$ cat config.mk
export PLATFORM = sky130hd
export DESIGN_NAME = ctrl_mem_slices_flat
export DESIGN_NICKNAME = d
export VERILOG_FILES = /design/src/rtl/ctrl_mem_slices_if.sv /design/src/rtl/ctrl_mem_slices.sv /design/src/flat_wrapper.sv
export SDC_FILE = /design/constraint.sdc
export NUM_CORES = 1
export LEC_CHECK = 0
export BUFFER_PORTS_ARGS = -buffer_cell sky130_fd_sc_hd__buf_2
export CAP_MARGIN = 25
export CORE_MARGIN = 5
export CORE_UTILIZATION = 37
export CTS_BUF_LIST = sky130_fd_sc_hd__clkbuf_2 sky130_fd_sc_hd__clkbuf_4 sky130_fd_sc_hd__clkbuf_8
export CTS_CLUSTER_DIAMETER = 80
export CTS_CLUSTER_SIZE = 12
export DETAILED_ROUTE_END_ITERATION = 16
export PLACE_DENSITY_LB_ADDON = 0.05
export SETUP_SLACK_MARGIN = 0.1
export SYNTH_ARGS = -nofsm -noshare
export SYNTH_HDL_FRONTEND = slang
export SYNTH_SLANG_ARGS = --single-unit
$ cat constraint.sdc
create_clock -name clk -period 6.05 [get_ports clk]
set_input_delay 0.605 -clock clk [delete_from_list [all_inputs] [get_ports clk]]
set_output_delay 0.605 -clock clk [all_outputs]
set_load 0.02 [all_outputs]
$ cat src/rtl/ctrl_mem_slices_if.sv
// Control/status bundle between the slice sequencer and its host.
// The slave side is the sequencer; the master side issues passes and watches slice traffic.
interface ctrl_mem_slices_if #(
  parameter int STG_W = 4,
  parameter int SLC_W = 2
);
  logic             start;
  logic             mode;
  logic             stall;
  logic             busy;
  logic             done;
  logic [STG_W-1:0] rd_stage;
  logic [STG_W-1:0] wr_stage;
  logic             wren_MEMS;
  logic [SLC_W-1:0] wrslc_MEMS;
  logic [SLC_W-1:0] rdslc_MEMS;
  logic             slcwraddr_MEMS;

  modport master (
    output start, mode, stall,
    input  busy, done, rd_stage, wr_stage, wren_MEMS, wrslc_MEMS, rdslc_MEMS, slcwraddr_MEMS
  );

  modport slave (
    input  start, mode, stall,
    output busy, done, rd_stage, wr_stage, wren_MEMS, wrslc_MEMS, rdslc_MEMS, slcwraddr_MEMS
  );
endinterface

$ cat src/rtl/ctrl_mem_slices.sv
// Pass sequencer for a ring of memory slices: walks read/write stages, pulses slice
// writes from per-mode stage masks, and rotates read/write slice pointers around the ring.

module ctrl_mem_slices_ptr #(
  parameter int NSLC  = 4,
  parameter int SLC_W = 2
) (
  input  logic             clk,
  input  logic             rst,
  input  logic             adv,
  output logic [SLC_W-1:0] ptr_q
);
  logic [SLC_W-1:0] ptr_d;

  always_comb begin
    ptr_d = ptr_q;
    if (adv) ptr_d = (ptr_q == SLC_W'(NSLC - 1)) ? '0 : ptr_q + SLC_W'(1);
  end

  always_ff @(posedge clk) begin
    if (rst) ptr_q <= '0;
    else     ptr_q <= ptr_d;
  end
endmodule

module ctrl_mem_slices #(
  parameter int              NSLC   = 4,
  parameter int              SLC_W  = 2,
  parameter int              STG_W  = 4,
  parameter int              NSTG   = 12,
  parameter int              WLAT   = 3,
  parameter logic [NSTG-1:0] WMASK0 = 12'h248,
  parameter logic [NSTG-1:0] WMASK1 = 12'h920,
  parameter logic [NSTG-1:0] RMASK0 = 12'h092,
  parameter logic [NSTG-1:0] RMASK1 = 12'h0A4
) (
  input logic             clk,
  input logic             rst,
  ctrl_mem_slices_if.slave io
);
  localparam int CNT_W = STG_W + 1;
  localparam int MW    = 1 << STG_W;

  typedef enum logic {IDLE, RUN} state_t;

  state_t           state_q, state_d;
  logic [CNT_W-1:0] cnt_q, cnt_d;
  logic             mode_q, mode_d;
  logic             done_q, done_d;
  logic             wren_q, wren_d;
  logic             wraddr_q, wraddr_d;
  logic             rd_adv;

  logic             rd_valid, wr_valid, last_adv;
  logic [STG_W-1:0] rd_stage, wr_stage;
  logic [MW-1:0]    wmask, rmask;

  // Stage counter runs WLAT advances past the last read stage so the write side can drain.
  assign rd_valid = cnt_q < CNT_W'(NSTG);
  assign wr_valid = cnt_q >= CNT_W'(WLAT);
  assign last_adv = cnt_q == CNT_W'(NSTG - 1 + WLAT);
  assign rd_stage = rd_valid ? STG_W'(cnt_q) : STG_W'(NSTG - 1);
  assign wr_stage = wr_valid ? STG_W'(cnt_q - CNT_W'(WLAT)) : '0;

  // Masks are widened to the full stage-index range so any index is in bounds.
  assign wmask = MW'(mode_q ? WMASK1 : WMASK0);
  assign rmask = MW'(mode_q ? RMASK1 : RMASK0);

  always_comb begin
    state_d  = state_q;
    cnt_d    = cnt_q;
    mode_d   = mode_q;
    done_d   = 1'b0;
    wren_d   = 1'b0;
    wraddr_d = wraddr_q;
    rd_adv   = 1'b0;
    unique case (state_q)
      IDLE: begin
        if (io.start) begin
          state_d = RUN;
          cnt_d   = '0;
          mode_d  = io.mode;
        end
      end
      RUN: begin
        if (!io.stall) begin
          wren_d = wr_valid & wmask[wr_stage];
          rd_adv = rd_valid & rmask[rd_stage];
          if (last_adv) begin
            state_d  = IDLE;
            cnt_d    = '0;
            done_d   = 1'b1;
            wraddr_d = ~wraddr_q;
          end else begin
            cnt_d = cnt_q + CNT_W'(1);
          end
        end
      end
      default: state_d = IDLE;
    endcase
  end

  always_ff @(posedge clk) begin
    if (rst) begin
      state_q  <= IDLE;
      cnt_q    <= '0;
      mode_q   <= 1'b0;
      done_q   <= 1'b0;
      wren_q   <= 1'b0;
      wraddr_q <= 1'b0;
    end else begin
      state_q  <= state_d;
      cnt_q    <= cnt_d;
      mode_q   <= mode_d;
      done_q   <= done_d;
      wren_q   <= wren_d;
      wraddr_q <= wraddr_d;
    end
  end

  // Pointer 0 follows issued write pulses, pointer 1 follows qualifying read stages.
  logic [1:0]            ptr_adv;
  logic [1:0][SLC_W-1:0] ptr;

  assign ptr_adv = {rd_adv, wren_q};

  for (genvar g = 0; g < 2; g++) begin : g_ptr
    ctrl_mem_slices_ptr #(.NSLC(NSLC), .SLC_W(SLC_W)) u_ptr (
      .clk   (clk),
      .rst   (rst),
      .adv   (ptr_adv[g]),
      .ptr_q (ptr[g])
    );
  end

  assign io.busy           = (state_q == RUN);
  assign io.done           = done_q;
  assign io.rd_stage       = rd_stage;
  assign io.wr_stage       = wr_stage;
  assign io.wren_MEMS      = wren_q;
  assign io.wrslc_MEMS     = ptr[0];
  assign io.rdslc_MEMS     = ptr[1];
  assign io.slcwraddr_MEMS = wraddr_q;
endmodule
$ cat src/flat_wrapper.sv
// flat-port wrapper written by rule: the top's interface ports become plain ports
module ctrl_mem_slices_flat 
#(
  parameter int              NSLC   = 4,
  parameter int              SLC_W  = 2,
  parameter int              STG_W  = 4,
  parameter int              NSTG   = 12,
  parameter int              WLAT   = 3,
  parameter logic [NSTG-1:0] WMASK0 = 12'h248,
  parameter logic [NSTG-1:0] WMASK1 = 12'h920,
  parameter logic [NSTG-1:0] RMASK0 = 12'h092,
  parameter logic [NSTG-1:0] RMASK1 = 12'h0A4
)
  (clk, rst, io_start, io_mode, io_stall, io_busy, io_done, io_rd_stage, io_wr_stage, io_wren_MEMS, io_wrslc_MEMS, io_rdslc_MEMS, io_slcwraddr_MEMS);
  ctrl_mem_slices_if #(.STG_W(STG_W), .SLC_W(SLC_W)) io_i ();
  input logic clk;
  input logic rst;
  input wire logic [$bits(io_i.start)-1:0] io_start;
  input wire logic [$bits(io_i.mode)-1:0] io_mode;
  input wire logic [$bits(io_i.stall)-1:0] io_stall;
  output wire logic [$bits(io_i.busy)-1:0] io_busy;
  output wire logic [$bits(io_i.done)-1:0] io_done;
  output wire logic [$bits(io_i.rd_stage)-1:0] io_rd_stage;
  output wire logic [$bits(io_i.wr_stage)-1:0] io_wr_stage;
  output wire logic [$bits(io_i.wren_MEMS)-1:0] io_wren_MEMS;
  output wire logic [$bits(io_i.wrslc_MEMS)-1:0] io_wrslc_MEMS;
  output wire logic [$bits(io_i.rdslc_MEMS)-1:0] io_rdslc_MEMS;
  output wire logic [$bits(io_i.slcwraddr_MEMS)-1:0] io_slcwraddr_MEMS;
  assign io_i.start = io_start;
  assign io_i.mode = io_mode;
  assign io_i.stall = io_stall;
  assign io_busy = io_i.busy;
  assign io_done = io_i.done;
  assign io_rd_stage = io_i.rd_stage;
  assign io_wr_stage = io_i.wr_stage;
  assign io_wren_MEMS = io_i.wren_MEMS;
  assign io_wrslc_MEMS = io_i.wrslc_MEMS;
  assign io_rdslc_MEMS = io_i.rdslc_MEMS;
  assign io_slcwraddr_MEMS = io_i.slcwraddr_MEMS;
  ctrl_mem_slices #(.NSLC(NSLC), .SLC_W(SLC_W), .STG_W(STG_W), .NSTG(NSTG), .WLAT(WLAT), .WMASK0(WMASK0), .WMASK1(WMASK1), .RMASK0(RMASK0), .RMASK1(RMASK1)) u_core (.clk(clk), .rst(rst), .io(io_i));
endmodule
==> metrics <==
status=finished clean; maxcap violations=0; Final Hold Vio Count=0; wire length of the first global-routing pass=3.43 mm; fraction of layout cells with a size suffix above 1=0.266; worst-case clock skew=0.00802 ns; setup violators final=0; Die Width=60.0 µm; routed vias/inst=5.21; fin crit period=2.51 ns; vias after detailed routing=823; DRT iter0 DRCs=31; nets@finish=142; Std-Cell Rows=18; worst rel slew slack=0.613; CP top delay family=flip-flops; Crit Path Category=reg -> out; total gr overflow=0; top-level I/O count=21; Setup Total Neg Slack=0 ns; cts bufs inserted=3; Tot GR Track Use=0.127; FILL cells=261; clk slew on worst S/H paths=0.10 ns; Area Overhead vs Synth=14.6%; antenna cells=0; number of synthesized register bits=14; routability cong.=0.782; vias in the first global route=761; worst path buffer plus inverter count=2; max incr delay on CP=0.53 ns; Worst Max-Slew Pin Slew=0.579 ns; Syn Inst Count=109; Cells after DPL=154; Slew Limit Fails=0; peak supply drop=0.131 mV; Remaining DRCs=0; largest net degree at the start of global routing=16; Finished Cell Area=1060 µm²; Post-Route WL=2.01 mm; Peak Freq=398 MHz; Core Region=2430 µm²; Die ar.=3600 µm²; PwrDens=177 nW/µm²; worst hold path class=reg -> reg; placed cell area=1020 µm²; hold_buf cts=0; required time worst endpoint=5.44 ns; Wirelength per Cell=12.7 µm; leak pwr=0.514 nW; height of the chip=60.0 µm; Post-Layout Cell Count=158; pre-CTS setup slack=3.82 ns; initial core utilization=0.380; DRT Pass-1 Iters=4; CP cell instances=ha_1 -> nor3b_2 -> or2_2 -> inv_1 -> buf_2; Yosys warning total=0; period utilization=0.415; Seq/Total Area, Yosys=0.303; H-tree depth=1; initial antenna violation count=0; net count after synthesis=122; CP Capture Type=output pin; unique cell type count in the Yosys netlist=36; peak fanout along the critical path=10; Crit path arrival time=1.90 ns; CTS root buf=clkbuf_4; CP startpoint kind=flip-flop; Mapped Area=925 µm²; RSZ-0062 raised after global routing=no; Slowest-stage cell, CP=dfxtp_1; mean cell area of the mapped netlist=8.48 µm²; CTS Buffer Depth=2; number of gates resized after cts=0; clock sinks=14; TritonCTS clock tree=done; IO buf count=20; antenna viol nets, final=0; clk_lat worst skew=0.29 ns; Post-DP HPWL=1.53 mm; Worst Slack Setup Final=3.54 ns; setup bufs post-CTS=0
==> synth_stat cells (all sizes together) <==
library cell / count / area share
a31o: 1 / 0.0095
or2: 4 / 0.027
nor3b: 2 / 0.022
or3: 2 / 0.014
clkbuf: 1 / 0.0041
inv: 8 / 0.032
nor2: 17 / 0.069
nand4b: 1 / 0.0095
a21oi: 7 / 0.038
nand2: 4 / 0.016
dfxtp: 14 / 0.30
a211oi: 3 / 0.038
o211a: 1 / 0.011
a311o: 1 / 0.012
mux2i: 3 / 0.032
nor3: 7 / 0.038
nand3: 1 / 0.0054
mux2: 1 / 0.012
o21ai: 1 / 0.0054
a41o: 1 / 0.011
or3b: 1 / 0.0095
a2bb2oi: 1 / 0.0095
xnor2: 3 / 0.028
a21o: 1 / 0.0081
buf: 4 / 0.038
ha: 8 / 0.11
nand2b: 1 / 0.0068
nor2b: 3 / 0.020
a311oi: 3 / 0.035
a31oi: 1 / 0.0068
and2: 3 / 0.020
==> flip-flops by register name, indices dropped and copies added, names as in the netlist <==
name / cells
u_core.cnt_q: 5
u_core.g_ptr.u_ptr.ptr_q: 4
u_core.io.busy: 1
u_core.io.done: 1
u_core.io.slcwraddr_MEMS: 1
u_core.io.wren_MEMS: 1
u_core.mode_q: 1
==> through the flow <==
step	power, W	hold WS [ns]	util
2_1_floorplan	0.000112	0.516	-
3_3_place_gp	0.000118	0.504	0.421
3_5_place_dp	0.000118	0.505	0.421
4_1_cts	0.000190	0.536	0.436
5_1_grt	0.000197	0.556	0.436
6_report	0.000187	0.528	0.436
==> power by group <==
part           switching (W)   total, W  internal [W]
Clock              0.0000350  0.0000716     0.0000366
Sequential        0.00000188  0.0000954     0.0000935
Combinational      0.0000123  0.0000204    0.00000817
==> metal layers <==
layer,share of wire,vias to the layer above,routed length [µm],GRT usage
li1,-,419,-,-
met1,0.48,380,956,0.162
met2,0.47,22,943,0.208
met3,0.045,2,90,0.0259
met4,0.010,0,20,0.0475
met5,0,-,0,0
==> cells in the final DEF, fill, tap and decap left out, drive strengths merged, types with 4 or more instances in the layout <==
cell type  Yosys  layout
nor2          17      17
dfxtp         14      14
nor3           7       7
or2            4       4
nand2          4       4
clkbuf         1       4
ha             8       8
buf            4      20
inv            8       8
a21oi          7       7
==> layout make-up <==
type,instances,area (µm²),area share
inverters,8,30.0,0.0283
repair buffers,20,100,0.0945
multi-input cells,82,576,0.543
well taps,30,37.5,0.0354
clock buffers,4,36.3,0.0342
flip-flops and latches,14,280,0.264
==> path summary, 6_finish.rpt <==
path	from	to	slack [ns]	depth (start not counted)
worst max-delay path	u_core.cnt_q[1]$_SDFFE_PP0P_	io_wr_stage[0]	3.54	5
worst min register to register	u_core.g_ptr[0].u_ptr.ptr_q[1]$_SDFFE_PP0P_	u_core.g_ptr[0].u_ptr.ptr_q[1]$_SDFFE_PP0P_	0.53	2
worst max register to register	u_core.cnt_q[1]$_SDFFE_PP0P_	u_core.io.wren_MEMS$_SDFF_PP0_	3.81	7
worst min-delay path	u_core.g_ptr[0].u_ptr.ptr_q[1]$_SDFFE_PP0P_	u_core.g_ptr[0].u_ptr.ptr_q[1]$_SDFFE_PP0P_	0.53	2
==> logic make-up after synthesis <==
| logic type | count (synthesis) | synth area share |
|---|---|---|
| and+or+nand+nor | 46 | 0.257 |
| AOI/OAI and AO/OA | 21 | 0.184 |
| DFF | 14 | 0.303 |
| buffers and inverters | 13 | 0.0744 |
| adders and majority gates | 8 | 0.108 |
| muxes | 4 | 0.0447 |
| xor gates and xnor gates | 3 | 0.0284 |
==> worst reg2reg max path: stages, from the launching register on <==
cell      delay (ns)
dfxtp_1         0.53
ha_1            0.39
nor3b_2         0.11
or2_2           0.32
inv_1           0.10
ha_1            0.14
or3b_1          0.36
a311oi_2        0.23
No activity file was read; power rests on OpenSTA's default activity.
